<file path="config.mk">
export PLATFORM = sky130hd
export DESIGN_NAME = game_flow_sm
export DESIGN_NICKNAME = d
export VERILOG_FILES = /design/src/rtl/game_flow_sm.sv
export SDC_FILE = /design/constraint.sdc
export NUM_CORES = 1
export LEC_CHECK = 0
export CELL_PAD_IN_SITES_DETAIL_PLACEMENT = 1
export CELL_PAD_IN_SITES_GLOBAL_PLACEMENT = 1
export CORE_MARGIN = 2
export CORE_UTILIZATION = 34
export CTS_CLUSTER_DIAMETER = 80
export DETAILED_ROUTE_END_ITERATION = 10
export HOLD_SLACK_MARGIN = 0.05
export PLACE_DENSITY_LB_ADDON = 0.3
export SYNTH_ARGS = -nofsm -noshare
export SYNTH_HDL_FRONTEND = slang
export SYNTH_SLANG_ARGS = --single-unit
</file>
<file path="constraint.sdc">
create_clock -name clk -period 5.4 [get_ports clk]
set_input_delay 1.35 -clock clk [delete_from_list [all_inputs] [get_ports clk]]
set_output_delay 1.35 -clock clk [all_outputs]
set_load 0.02 [all_outputs]
</file>
<file path="src/rtl/game_flow_sm.sv">
// game_flow_sm: top-level game flow controller (menu, mode select, controls,
// level splash, gameplay, pause, death delay, game-over and game-won screens).
// Ports:
//   clk, resetN                     clock, async active-low reset
//   enter/up/down/pause_key         raw level keys, edge-detected internally
//   one_sec_pulse                   1 Hz single-cycle tick for the countdowns
//   timer_ended/player_died/level_done  gameplay events
//   screen_DR/screen_RGB/RGB_MIF    per-screen draw requests/pixels, background
//   RGBOut, screen_id               registered pixel and active screen
//   game_on, mode_sel, level_sel, lives_left, game_over_type  game status
//   score_reset, lives_reset, level_start  one-cycle strobes
module game_flow_sm #(
   parameter int unsigned NUM_LEVELS  = 2,
   parameter int unsigned NUM_MODES   = 2,
   parameter int unsigned START_LIVES = 3,
   parameter int unsigned SPLASH_SEC  = 2,
   parameter int unsigned DEATH_SEC   = 2
) (
   input  logic        clk,
   input  logic        resetN,
   input  logic        enter_key,
   input  logic        up_key,
   input  logic        down_key,
   input  logic        pause_key,
   input  logic        one_sec_pulse,
   input  logic        timer_ended,
   input  logic        player_died,
   input  logic        level_done,
   input  logic [6:0]  screen_DR,
   input  logic [55:0] screen_RGB,
   input  logic [7:0]  RGB_MIF,
   output logic [7:0]  RGBOut,
   output logic [2:0]  screen_id,
   output logic        game_on,
   output logic [((NUM_MODES > 1) ? $clog2(NUM_MODES) : 1)-1:0] mode_sel,
   output logic [$clog2(NUM_LEVELS + 1)-1:0]                    level_sel,
   output logic [3:0]  lives_left,
   output logic [1:0]  game_over_type,
   output logic        score_reset,
   output logic        lives_reset,
   output logic        level_start
);

   localparam int unsigned MODE_W  = (NUM_MODES > 1) ? $clog2(NUM_MODES) : 1;
   localparam int unsigned LEVEL_W = $clog2(NUM_LEVELS + 1);
   localparam int unsigned CNT_MAX = (SPLASH_SEC > DEATH_SEC) ? SPLASH_SEC : DEATH_SEC;
   localparam int unsigned CNT_W   = (CNT_MAX > 0) ? $clog2(CNT_MAX + 1) : 1;

   localparam logic [3:0] S_MAIN     = 4'd0;
   localparam logic [3:0] S_MODE     = 4'd1;
   localparam logic [3:0] S_CONTROLS = 4'd2;
   localparam logic [3:0] S_LEVEL    = 4'd3;
   localparam logic [3:0] S_PLAY     = 4'd4;
   localparam logic [3:0] S_PAUSE    = 4'd5;
   localparam logic [3:0] S_DYING    = 4'd6;
   localparam logic [3:0] S_OVER     = 4'd7;
   localparam logic [3:0] S_WON      = 4'd8;

   localparam logic [MODE_W-1:0]  MODE_MAX  = MODE_W'(NUM_MODES - 1);
   localparam logic [LEVEL_W-1:0] LEVEL_MAX = LEVEL_W'(NUM_LEVELS);

   logic [3:0]         state, state_nxt;
   logic [CNT_W-1:0]   cnt, cnt_nxt;
   logic [3:0]         key_raw, key_d, press_q;
   logic               enter_p, up_p, down_p, pause_p;
   logic [2:0]         screen_nxt;
   logic               game_on_nxt;
   logic [MODE_W-1:0]  mode_nxt;
   logic [LEVEL_W-1:0] level_nxt;
   logic [3:0]         lives_nxt, lives_dec;
   logic [1:0]         type_nxt;
   logic               score_reset_nxt, lives_reset_nxt, level_start_nxt;
   logic [7:0]         dr_ext;
   logic [63:0]        rgb_ext;
   logic [7:0]         rgb_nxt;

   // Registered rising-edge detect; key_d resets high so keys held through reset are ignored
   assign key_raw = {pause_key, down_key, up_key, enter_key};
   assign enter_p = press_q[0];
   assign up_p    = press_q[1];
   assign down_p  = press_q[2];
   assign pause_p = press_q[3];

   // Screen 7 (none) maps onto a padded zero draw request, so it always selects RGB_MIF
   assign dr_ext  = {1'b0, screen_DR};
   assign rgb_ext = {8'h00, screen_RGB};
   assign rgb_nxt = dr_ext[screen_id] ? rgb_ext[{screen_id, 3'b000} +: 8] : RGB_MIF;

   // State and registered outputs
   always_ff @(posedge clk or negedge resetN) begin
      if (!resetN) begin
         state          <= S_MAIN;
         cnt            <= '0;
         key_d          <= '1;
         press_q        <= '0;
         RGBOut         <= '0;
         screen_id      <= '0;
         game_on        <= 1'b0;
         mode_sel       <= '0;
         level_sel      <= LEVEL_W'(1);
         lives_left     <= 4'(START_LIVES);
         game_over_type <= '0;
         score_reset    <= 1'b0;
         lives_reset    <= 1'b0;
         level_start    <= 1'b0;
      end else begin
         state          <= state_nxt;
         cnt            <= cnt_nxt;
         key_d          <= key_raw;
         press_q        <= key_raw & ~key_d;
         RGBOut         <= rgb_nxt;
         screen_id      <= screen_nxt;
         game_on        <= game_on_nxt;
         mode_sel       <= mode_nxt;
         level_sel      <= level_nxt;
         lives_left     <= lives_nxt;
         game_over_type <= type_nxt;
         score_reset    <= score_reset_nxt;
         lives_reset    <= lives_reset_nxt;
         level_start    <= level_start_nxt;
      end
   end

   // Next state and next output values
   always_comb begin
      state_nxt       = state;
      cnt_nxt         = cnt;
      game_on_nxt     = game_on;
      mode_nxt        = mode_sel;
      level_nxt       = level_sel;
      lives_nxt       = lives_left;
      type_nxt        = game_over_type;
      score_reset_nxt = 1'b0;
      lives_reset_nxt = 1'b0;
      level_start_nxt = 1'b0;
      lives_dec       = (lives_left != 4'd0) ? lives_left - 4'd1 : 4'd0;

      case (state)
         S_MAIN: begin
            level_nxt   = LEVEL_W'(1);
            mode_nxt    = '0;
            lives_nxt   = 4'(START_LIVES);
            game_on_nxt = 1'b0;
            if (enter_p) begin
               state_nxt       = S_MODE;
               score_reset_nxt = 1'b1;
               lives_reset_nxt = 1'b1;
            end
         end
         S_MODE: begin
            // Simultaneous up and down cancel out
            if (down_p && !up_p)
               mode_nxt = (mode_sel == MODE_MAX) ? '0 : mode_sel + MODE_W'(1);
            else if (up_p && !down_p)
               mode_nxt = (mode_sel == '0) ? MODE_MAX : mode_sel - MODE_W'(1);
            if (enter_p)
               state_nxt = S_CONTROLS;
         end
         S_CONTROLS: begin
            if (enter_p) begin
               state_nxt       = S_LEVEL;
               cnt_nxt         = CNT_W'(SPLASH_SEC);
               level_start_nxt = 1'b1;
            end
         end
         S_LEVEL: begin
            if (cnt == '0) begin
               state_nxt   = S_PLAY;
               game_on_nxt = 1'b1;
            end else if (one_sec_pulse) begin
               cnt_nxt = cnt - CNT_W'(1);
            end
         end
         S_PLAY: begin
            if (pause_p) begin
               state_nxt   = S_PAUSE;
               game_on_nxt = 1'b0;
            end else if (player_died) begin
               state_nxt = S_DYING;
               cnt_nxt   = CNT_W'(DEATH_SEC);
            end else if (timer_ended) begin
               state_nxt   = S_OVER;
               type_nxt    = 2'd0;
               game_on_nxt = 1'b0;
            end else if (level_done) begin
               game_on_nxt = 1'b0;
               if (level_sel < LEVEL_MAX) begin
                  state_nxt       = S_LEVEL;
                  level_nxt       = level_sel + LEVEL_W'(1);
                  cnt_nxt         = CNT_W'(SPLASH_SEC);
                  level_start_nxt = 1'b1;
               end else begin
                  state_nxt = S_WON;
               end
            end
         end
         S_PAUSE: begin
            if (pause_p || enter_p) begin
               state_nxt   = S_PLAY;
               game_on_nxt = 1'b1;
            end
         end
         S_DYING: begin
            if (cnt == '0) begin
               game_on_nxt = 1'b0;
               if (mode_sel == MODE_MAX && NUM_MODES > 1) begin
                  state_nxt = S_OVER;
                  type_nxt  = 2'd2;
               end else begin
                  lives_nxt = lives_dec;
                  if (lives_dec == 4'd0) begin
                     state_nxt = S_OVER;
                     type_nxt  = 2'd1;
                  end else begin
                     state_nxt       = S_LEVEL;
                     cnt_nxt         = CNT_W'(SPLASH_SEC);
                     level_start_nxt = 1'b1;
                  end
               end
            end else if (one_sec_pulse) begin
               cnt_nxt = cnt - CNT_W'(1);
            end
         end
         S_OVER, S_WON: begin
            if (enter_p) begin
               state_nxt       = S_MAIN;
               lives_reset_nxt = 1'b1;
               level_nxt       = LEVEL_W'(1);
               mode_nxt        = '0;
               lives_nxt       = 4'(START_LIVES);
            end
         end
         default: begin
            state_nxt   = S_MAIN;
            game_on_nxt = 1'b0;
         end
      endcase

      // Screen id follows the state being entered so it stays aligned with state
      case (state_nxt)
         S_MAIN:     screen_nxt = 3'd0;
         S_MODE:     screen_nxt = 3'd1;
         S_CONTROLS: screen_nxt = 3'd2;
         S_LEVEL:    screen_nxt = 3'd3;
         S_OVER:     screen_nxt = 3'd4;
         S_WON:      screen_nxt = 3'd5;
         S_PAUSE:    screen_nxt = 3'd6;
         default:    screen_nxt = 3'd7;
      endcase
   end

endmodule

</file>
Word-level counts from Yosys, hierarchy flattened
Cells that the tools add are included.
{ "op_classes": {"n_lt_le_gt_ge": 2, "n_eq_ne": 36, "mux": 76, "bitwise": 3, "addsub": 5, "reduce_logical": 24, "n_shift": 1} }
{ "op_table": {"columns": ["op", "n"], "rows": [
  ["$mux W4", 16],
  ["$shiftx A64 B7 Y8", 1],
  ["$mux W2", 23],
  ["$pmux W4 S8", 1],
  ["$ne A2 B2 Y1 const B", 13],
  ["$eq A4 B3 Y1 const B", 6],
  ["$mux W1", 24],
  ["$ne A3 B3 Y1 const B", 8],
  ["$pmux W3 S7", 1],
  ["$eq A4 B2 Y1 const B", 4],
  ["$logic_not A4 Y1", 3],
  ["$pmux W4 S3", 1],
  ["$reduce_and A6 Y1", 2],
  ["$reduce_and A9 Y1", 1],
  ["$reduce_bool A3 Y1", 3],
  ["$eq A4 B1 Y1 const B", 2],
  ["$eq A4 B4 Y1 const B", 2],
  ["$mux W8", 1],
  ["$pmux W2 S4", 1],
  ["$reduce_bool A4 Y1", 2],
  ["$reduce_and A7 Y1", 1],
  ["$mux W3", 2],
  ["$pmux W1 S3", 2],
  ["$pmux W2 S3", 1],
  ["other kinds (24)", 26]
]} }
{ "word_totals": {"inputBits": 81, "out_inout_bits": 24, "word_cells": 161, "ff_bits": 38} }

Depth between registers and ports, before layout
{ "depth": {"ltp_word": 9, "ltp_mapped": 8, "depth_no_buf": 7} }

Worst setup path after synthesis
No wires, ideal clock.
{ "synth_path": {"path_kind": "input to register", "startpoint": "input screen_DR[3]", "endpoint": "register RGBOut[0]", "t_arrival_ns": 2.283, "required_time_ns": 5.275, "path_slack_ns": 2.993, "path_stages": 4, "cell_sequence": "mux4_2 nor2_1 a21oi_2 mux2_2"} }
{ "synth_via": {"elab_chain_cells": 3} }
{ "synth_lines": {"columns": ["item", "line_no", "rtl"], "rows": [
  ["from (decl)", "29", "input logic [6:0] screen_DR,"],
  ["$bmux W1 S3", "87", "assign rgb_nxt = dr_ext[screen_id] ? rgb_ext[{screen_id, 3'b000} +: 8] : RGB_MIF;"],
  ["$mux W1 (not written as such)", "87", null],
  ["$mux W8", "87", null],
  ["net rgb_nxt[0]", "75", "logic [7:0] rgb_nxt;"],
  ["to (signal assigned)", "111", "RGBOut <= rgb_nxt;"],
  ["to (decl)", "32", "output logic [7:0] RGBOut,"]
]} }
The timed path passes the listed nets, and every way through them passes these cells. The select of a mux whose other input is x is not followed.
A chain may end at the register's enable or synchronous reset.

Final worst setup path
{ "layout_path": {"startpoint": "register screen_id[1]", "endpoint": "output screen_id[1]"} }
{ "layout_lines": {"columns": ["item", "line_no", "rtl"], "rows": [
  ["from (decl)", "33", "output logic [2:0] screen_id,"],
  ["from (signal assigned)", "112", "screen_id <= screen_nxt;"]
]} }
No word-level cell between the ends.

==> qor.csv <==
metric;value;unit
netlist_top_cells_area;dfrtp_1 (31%), mux4_2 (8.1%), dfstp_2 (7.3%);
setup_ws;2043;ps
start_util;34.86;%
cts-resized-gates;0;
post_cts_buffers;0;
grt_use_total;20.98;%
ys_seq_elements;38;
diodes;0;
syn_area;2515;µm²
setup.worst_path.start_class;flop;
placedInstanceArea;3590;µm²
insertion_delay;290;ps
die_y;90.01;µm
syn_avg_cell_area;9.455;µm²
drive_gt1_share;12.47;%
cts_buffers;5;
outcome;finished clean;
hpwl;6257;µm
synth_top_area_share;30.85;%
post-route-period-util;62.17;%
antenna_found_initial;0;
pre_cts_ws;2341;ps
yosysMostFrequentCell;nor2_1;
multi_input_area;1429;µm²
max_slew_margin;37.84;%
core_area;7214;µm²
rows;31;
grt_pass1_vias;2536;
portBuffers;104;
final.setup.tns;0;ps
dr_total_vias;2447;
ir_drop;268.9;µV
syn2layout_area_growth;46.32;%
dp.cells;452;
routabilityCongestion;0.8197;
synth_seq_area_share;38.16;%
synth_nets;348;
worst_pin_slew;932.4;ps
synth_enable_flop_cells;0;
cts_root_buf;clkbuf_8;
drc_errors;0;
fmax;0.2979;GHz
viasPerCell;5.320;
cts.sinks;38;
layout.cells.non_filler;460;
detail-route-antenna-nets;0;
grt.overflow.total;0;
arrival;2010;ps
maxCapViolations;0;
grt_pass1_wl;13800;µm
wirelength;8137;µm
cpPeakStageDelay;960;ps
end_kind;primary output;
grt_max_degree;39;
power-per-cell-area;463.5;nW/µm²
synthCells;266;
hold_class;flop to flop;
h-tree-depth;2;
n_fill_cell;823;
worstSetupPathType;flop to primary output;
rsz0062_at_grt;false;
final-max-slew-violation-count;0;
cts_tree;yes;
dieArea;8101;µm²
power.total;1705;µW
clock_skew;6.716;ps
ys.flop_type;dfrtp_1;
path_max_fanout;20;
min_period;3357;ps
drt_iter0_drc;97;
register_area;959.7;µm²
die_w;90.01;µm
p_leak;0.001491;µW
crit_chain;clkdlybuf4s50_1;
critical_path_buf_inv_count;1;
cts_hold_buf;0;
cp.required;4050;ps
nets;442;
design.portCount;105;
drt_pass1_iterations;6;
synth.largest_area_cell;dfrtp_1;
yosysWarnings;0;
crit_slowest_cell;dfrtp_1;
final_hold_viol_count;0;
finalSetupViolCount;0;
synth_cell_types;61;
async_flop_share;100.0;%
final_area;3680;µm²
synthTopCellsByCount;nor2_1 (39), dfrtp_1 (31), a21oi_1 (23), nand2_1 (14), mux2i_1 (12);
detail_route.wl_per_cell;17.69;µm
clk_pin_slew_worst_paths;80;ps
clk_path_buf_depth;2;
cp_top_family;flip-flops;
-- routing by layer --
layer,GRT usage [%],up-vias,wire length [µm]
met1,28.31,1221,3752
met5,0,-,0
met3,4.526,2,339
met2,35.65,64,4014
met4,2.692,0,29
li1,-,1160,-
-- final timing paths --
kind                         startpoint           end  slack, ps  depth (start not counted)
max                        screen_id[1]  screen_id[1]       2040                          1
min reg2reg                    key_d[3]    press_q[3]        490                          1
min in group asynchronous        resetN     RGBOut[2]       1170                          1
min                            key_d[3]    press_q[3]        490                          1
max reg2reg                screen_id[1]     RGBOut[2]       2830                          4
max in group asynchronous        resetN      state[2]       3680                          1
-- layout by cell type, fill, tap and decap left out, types with 6 or more instances in the layout --
master and n:
a21oi_1 23, clkdlybuf4s50_1 103, dfrtp_1 31, dfstp_2 7, inv_1 9, mux2_2 10, mux2i_1 12, mux4_2 9
nand2_1 14, nand2b_1 9, nor2_1 39, nor2b_1 7, nor3_1 6, o21ai_0 11
-- registers in the layout, summed over array words and instances (netlist names) --
register / cells
game_over_type: 2
mode_sel: 1
score_reset: 1
lives_reset: 1
game_on: 1
level_sel: 2
press_q: 4
lives_left: 4
cnt: 2
key_d: 4
screen_id: 3
level_start: 1
RGBOut: 8
state: 4
-- through the flow --
step | utilization (%) | hold WS, ps
global route | 51.01 | 524.8
CTS | 51.01 | 495.3
finish | 51.01 | 489.4
global placement | 49.76 | 468.3
detailed placement | 49.76 | 477.6
floorplan | - | 463.7
-- power by group --
part	internal (µW)	switching, µW
logic	508	467
registers	371	164
clock network	90.7	105
total	969	736
-- cell families (layout without fill, tap and decap cells) --
kind of cell             after synthesis  count (layout)  share of synthesized area (%)
XOR/XNOR                               3               3                          1.045
AND/OR/NAND/NOR                      100             100                          20.80
AO/OA/AOI/OAI                         66              66                          17.16
buffers and inverters                 27             122                          5.024
adder cells (fa/ha/maj)                1               1                         0.4974
multiplexers                          31              31                          17.31
flip-flops                            38              38                          38.16
-- cell type report --
type / instances / share of cell area (%)
multi-input combinational: 201 / 38.83
timing repair buffer: 105 / 28.36
sequential: 38 / 26.08
tap: 99 / 3.366
clock buffer: 5 / 1.870
inverter: 9 / 0.9181
clock inverter: 3 / 0.5780
Power figures use the tool's default switching activity.
